[config.mk]
export PLATFORM = sky130hd
export DESIGN_NAME = phase_backcounter
export DESIGN_NICKNAME = d
export VERILOG_FILES = /design/src/rtl/phase_backcnt_pkg.sv /design/src/rtl/phase_dur_mux.sv /design/src/rtl/phase_backcounter.sv
export SDC_FILE = /design/constraint.sdc
export NUM_CORES = 1
export LEC_CHECK = 0
export ABC_AREA = 1
export BUFFER_PORTS_ARGS = -buffer_cell sky130_fd_sc_hd__buf_2
export CAP_MARGIN = 10
export CORE_UTILIZATION = 52
export DETAILED_ROUTE_END_ITERATION = 8
export GPL_TIMING_DRIVEN = 0
export HOLD_SLACK_MARGIN = 0.1
export PLACE_DENSITY = 0.81
export SYNTH_ARGS = -nofsm -noshare
export SYNTH_HDL_FRONTEND = slang
export SYNTH_HIERARCHICAL = 1
export SYNTH_SLANG_ARGS = --single-unit
[constraint.sdc]
create_clock -name clk -period 6.45 [get_ports clk]
set_clock_uncertainty 0.2 [all_clocks]
set_input_delay 0.9675 -clock clk [delete_from_list [all_inputs] [get_ports clk]]
set_output_delay 0.9675 -clock clk [all_outputs]
set_load 0.02 [all_outputs]
[src/rtl/phase_backcnt_pkg.sv]
// Shared types and helpers for the phase back-counter.
// Holds the FSM state encoding, default widths and the mode-advance rule.
package phase_backcnt_pkg;

    typedef enum logic [1:0] {
        IDLE  = 2'd0,
        RUN   = 2'd1,
        PAUSE = 2'd2
    } state_t;

    localparam int CNT_W_DEFAULT  = 6;
    localparam int MODE_W_DEFAULT = 2;

    // Mode chosen at a load point. Auto-advance steps mode_q and wraps after
    // the last valid mode. Otherwise the requested mode is used, and any index
    // outside the valid range falls back to mode 0.
    function automatic int next_mode_f(
        input int   mode_q,
        input int   mode,
        input logic auto_adv,
        input int   num_modes
    );
        if (auto_adv) begin
            return (mode_q >= num_modes - 1) ? 0 : mode_q + 1;
        end
        return (mode >= num_modes) ? 0 : mode;
    endfunction

endpackage

[src/rtl/phase_dur_mux.sv]
// Duration selector: returns the CNT_W-bit field of dur_vec addressed by idx.
// An index at or beyond NUM_MODES selects the mode-0 field.
module phase_dur_mux #(
    parameter int CNT_W     = 6,
    parameter int MODE_W    = 2,
    parameter int NUM_MODES = 4
) (
    input  logic [NUM_MODES*CNT_W-1:0] dur_vec,
    input  logic [MODE_W-1:0]          idx,
    output logic [CNT_W-1:0]           dur
);

    // Pick the addressed duration field, defaulting to mode 0.
    always_comb begin
        // NOTE: assigning dur before the loop covers every path, so no latch is inferred.
        dur = dur_vec[0 +: CNT_W];
        for (int i = 1; i < NUM_MODES; i++) begin
            if (int'(idx) == i) begin
                dur = dur_vec[i*CNT_W +: CNT_W];
            end
        end
    end

endmodule

[src/rtl/phase_backcounter.sv]
// Multi-mode seconds down-counter for the traffic-light controller.
// It counts 1 Hz pulses down from the active phase duration. At the end of a
// phase it emits a one-clock timeout and reloads the next phase.
// Optional feature: define PHASE_BACKCNT_WARN_EN to add the registered `warn`
// output. warn is high while the RUN count lies within 1..WARN_T.
module phase_backcounter
    import phase_backcnt_pkg::*;
#(
    parameter int CNT_W     = CNT_W_DEFAULT,
    parameter int MODE_W    = MODE_W_DEFAULT,
    parameter int NUM_MODES = 4
`ifdef PHASE_BACKCNT_WARN_EN
    ,
    parameter int WARN_T    = 3
`endif
) (
    input  logic                       clk,
    input  logic                       rst,
    input  logic                       en,
    input  logic                       pulse,
    input  logic                       pause,
    input  logic                       restart,
    input  logic                       auto_adv,
    input  logic [MODE_W-1:0]          mode,
    input  logic [NUM_MODES*CNT_W-1:0] dur_vec,
    output logic [CNT_W-1:0]           sec_count,
    output logic                       timeout,
    output logic [MODE_W-1:0]          mode_q,
    output logic                       running
`ifdef PHASE_BACKCNT_WARN_EN
    ,
    output logic                       warn
`endif
);

    state_t            state, state_d;
    logic [CNT_W-1:0]  sec_d;
    logic [MODE_W-1:0] mode_d;
    logic              timeout_d;
    logic [MODE_W-1:0] ld_mode;
    logic [CNT_W-1:0]  ld_dur;

    // Mode used by any load that happens on this edge. The initial load from
    // IDLE ignores auto_adv. A restart keeps the current mode. A terminal
    // pulse applies the advance rule.
    always_comb begin
        if (state == IDLE) begin
            ld_mode = MODE_W'(next_mode_f(int'(mode_q), int'(mode), 1'b0, NUM_MODES));
        end else if (restart) begin
            ld_mode = mode_q;
        end else begin
            ld_mode = MODE_W'(next_mode_f(int'(mode_q), int'(mode), auto_adv, NUM_MODES));
        end
    end

    phase_dur_mux #(
        .CNT_W     (CNT_W),
        .MODE_W    (MODE_W),
        .NUM_MODES (NUM_MODES)
    ) u_dur_mux (
        .dur_vec (dur_vec),
        .idx     (ld_mode),
        .dur     (ld_dur)
    );

    // Next-state and counter rules. Priority is en=0 > restart > pause > pulse.
    always_comb begin
        state_d   = state;
        sec_d     = sec_count;
        mode_d    = mode_q;
        timeout_d = 1'b0;
        if (!en) begin
            // A terminal pulse on this edge is dropped and no timeout is produced.
            state_d = IDLE;
            sec_d   = '0;
        end else begin
            unique case (state)
                IDLE: begin
                    // Restart and pause have no extra effect here: IDLE always loads and runs.
                    state_d = RUN;
                    sec_d   = ld_dur;
                    mode_d  = ld_mode;
                end
                RUN, PAUSE: begin
                    if (restart) begin
                        sec_d   = ld_dur;
                        state_d = pause ? PAUSE : RUN;
                    end else if (pause) begin
                        state_d = PAUSE;
                    end else if (state == PAUSE) begin
                        // A pulse that arrives on the resume edge is discarded.
                        state_d = RUN;
                    end else if (pulse) begin
                        if (sec_count != '0) begin
                            sec_d = sec_count - CNT_W'(1);
                        end else begin
                            timeout_d = 1'b1;
                            sec_d     = ld_dur;
                            mode_d    = ld_mode;
                        end
                    end
                end
                default: begin
                    state_d = IDLE;
                    sec_d   = '0;
                end
            endcase
        end
    end

    // State register. All outputs are registered from the next-state values.
    always_ff @(posedge clk) begin
        // NOTE: non-blocking assignments make every register sample the pre-edge values.
        if (rst) begin
            state     <= IDLE;
            sec_count <= '0;
            timeout   <= 1'b0;
            mode_q    <= '0;
            running   <= 1'b0;
`ifdef PHASE_BACKCNT_WARN_EN
            warn      <= 1'b0;
`endif
        end else begin
            state     <= state_d;
            sec_count <= sec_d;
            timeout   <= timeout_d;
            mode_q    <= mode_d;
            running   <= (state_d == RUN);
`ifdef PHASE_BACKCNT_WARN_EN
            warn      <= (state_d == RUN) && (sec_d != '0) && (sec_d <= CNT_W'(WARN_T));
`endif
        end
    end

endmodule

==> out/qor.csv <==
stage,metric,value,unit
yosys,synth_fp_nets,227,
route,firstDrtPassIters,4,
worst_setup_path,rr_worst_depth,17,
yosys,ys_types,25,
flow_run,drv_cap,0,
floorplanning,die_area,0.002381,mm^2
floorplanning,fp.dieH,48.80,um
cts,cts_buffer_depth,2,
cts,numCtsBuffers,3,
finish,multi_input_area,745.7,um^2
global_routing,grt_use_total,25.69,%
worst_setup_path,cp.required,6.46,ns
hold_path,whs_endpoint,sec_count[0],
power_and_ir_drop,power_leakage,0.7970,nW
global_routing,grt_pass1_vias,1224,
route,drtIter0Drc,31,
sta,final_max_slew_viol_count,0,
sta,hold-worst-slack,0.3139,ns
cts,ctsHoldBuffers,0,
worst_setup_path,path_cells,"buf_2, a21oi_1, o21ai_0, a31oi_2, buf_6, inv_2, nand2_4, inv_2, nand2_1, nand3_1, nand2_1, inv_1, a21oi_1, nand2_1, nand2_1, nand2_1, a21oi_2",
power_and_ir_drop,power_density,174.6,mW/mm^2
sta,rsz0062_at_grt,false,
worst_setup_path,timing.rr.end,sec_count[5],
floorplanning,start_util,56.88,%
cts,clock-sinks,12,
cts,cts_setup_buffers,0,
route,drc_errors,0,
worst_setup_path,crit_arrival,2.68,ns
sta,fmax,374.9,MHz
route,ant_nets,0,
cts,cts-root-buf,clkbuf_4,
sta,finalCritPeriodShare,41.36,%
cts,clock_latency,0.27,ns
sta,slew_headroom,77.59,%
finish,stdcell_area,0.001405,mm^2
global_routing,grt_start_max_net_pins,10,
floorplanning,ioPinCount,43,
worst_setup_path,cpMaxStageDelayCell,a31oi_2,
yosys,syn_inst,189,
finish,seq_area,240.2,um^2
finish,area_growth,23.41,%
sta,hold_viol_final,0,
sta,tns,0,ns
route,wl_per_cell,10.69,um
worst_setup_path,r2r_setup_slack,4.03,ns
cts,cts_resized,0,
sta,fin_ws,3.782,ns
global_routing,grt_overflow,0,
worst_setup_path,worstReg2RegStart,state[0],
power_and_ir_drop,peakVddDrop,0.1701,mV
cts,cts_max_level,1,
cts,path_clk_slew,0.07,ns
finish,drive_gt1_share,30.34,%
worst_setup_path,crit_fanout,9,
worst_setup_path,crit_path_end_kind,flop,
sta,period_minus_slack,2.668,ns
finish,finalNetCount,274,
placed_design,pre_cts_ws,3.526,ns
floorplanning,num_rows,16,
global_routing,antenna_found_initial,0,
route,routed_wl,2.790,mm
worst_setup_path,cpPeakStageDelay,0.18,ns
global_routing,grt_pass1_wl,4.878,mm
placed_design,gp_congestion,0.8774,
yosys,ys_seq_elements,12,
placed_design,dpl.hpwl,2.268,mm
finish,fillers,194,
yosys,yosysSeqAreaShare,21.10,%
floorplanning,coreArea,0.002002,mm^2
route,vias,1304,
yosys,syn_avg_cell_area,6.024,um^2
placed_design,placed_cell_area,0.001383,mm^2
placed_design,io_buffer_count,42,
floorplanning,die_w,48.80,um
finish,final_core_util,70.19,%
worst_setup_path,cp-start-kind,input pin,
hold_path,min_from,sec_count[0],
worst_setup_path,path_class,input pin to flop,
route,avgViaCountPerCell,4.996,
hold_path,hp-class,flop to flop,
worst_setup_path,critPathLaunch,restart,
sta,timing.final.setup_violations,0,
hold_path,worst_hold_path.num_cells,2,
status,outcome,completed,
cts,cts_tree,yes,
yosys,synth_area,0.001139,mm^2
sta,tightestPinTransition,0.3361,ns
finish,antenna_cells,0,
worst_setup_path,crit_path_frequent_cell,nand2_1,
yosys,synth_warnings,6,
critical path, delay by kind of cell:
kind / cells / cell delay, ns
AOI/OAI and AO/OA: 5 / 0.73
buffers and inverters: 5 / 0.48
and+or+nand+nor: 7 / 0.50
cell usage in the layout, fill, tap and decap left out, types with 5 or more instances in the layout:
master and n:
a21oi_1 6, dfxtp_1 12, nor2_1 13, a21oi_2 7, buf_2 42, nand2_1 60
o21ai_1 5, ha_1 5, inv_2 6, inv_1 30, nand3_1 21
synth_stat cells:
cell       n  area, um^2
a21oi_1    6       30.03
a21oi_2    7       61.31
a31oi_2    1       12.51
buf_6      1       11.26
dfxtp_1   12       240.2
ha_1       5       62.56
inv_1     30       112.6
inv_2      6       22.52
inv_4      1       6.260
nand2_1   60       225.2
nand2_2    1       6.260
nand2_4    3       33.78
nand3_1   21       105.1
nand3_4    1       17.52
nand3b_1   1       7.510
nand4_1    2       12.51
nor2_1    13       48.80
nor2_2     2       12.51
nor2_4     2       22.52
nor3_1     2       10.01
nor3_2     1       10.01
o21a_1     2       15.01
o21ai_0    2       10.01
o21ai_1    5       25.02
xnor2_1    2       17.52
report_power, final:
group / internal (mW) / switching [mW]
Clock: 0.0216 / 0.0237
Sequential: 0.0793 / 0.00593
Combinational: 0.0446 / 0.0702
Total: 0.145 / 0.0998
worst max path at each step:
stage / slack [ns] / cells after the start / endpoint
2_1_floorplan: 3.88 / 16 / sec_count[5]
3_3_place_gp: 3.58 / 18 / sec_count[5]
3_5_place_dp: 3.53 / 17 / sec_count[5]
4_1_cts: 3.79 / 17 / sec_count[5]
5_1_grt: 3.55 / 17 / sec_count[5]
6_report: 3.78 / 17 / sec_count[5]
per-stage QoR:
step	instances	power, mW
after floorplan	189	0.1709
after global placement	258	0.1974
after detailed placement	258	0.2012
after CTS	261	0.2461
after global routing	261	0.2657
final	261	0.2453
sequential cells by signal (all words and copies together), names as in the netlist:
register / flops
mode_q: 2
sec_count: 6
state: 2
running: 1
timeout: 1
area by class of cell:
type,count,share of cell area [%]
Buffer,1,0.8014
Tap cell,27,2.404
Clock buffer,3,1.603
Timing Repair Buffer,42,14.96
Sequential cell,12,17.10
Multi-Input combinational cell,139,53.07
Inverter,37,10.06
per-layer routing:
metal,track usage [%],vias up,part of all wire (%)
met5,0,-,0
met4,2.451,0,1.0
met3,4.984,6,5.2
met2,51.62,41,50
met1,28.13,577,44
li1,-,680,-
cell families after synthesis:
logic type | Yosys count | synth area share, %
AOI/OAI and AO/OA | 23 | 13.52
xor gates and xnor gates | 2 | 1.539
adders and majority gates | 5 | 5.495
buffers and inverters | 38 | 13.41
DFF | 12 | 21.10
and+or+nand+nor | 109 | 44.95
Power figures use the tool's default switching activity.
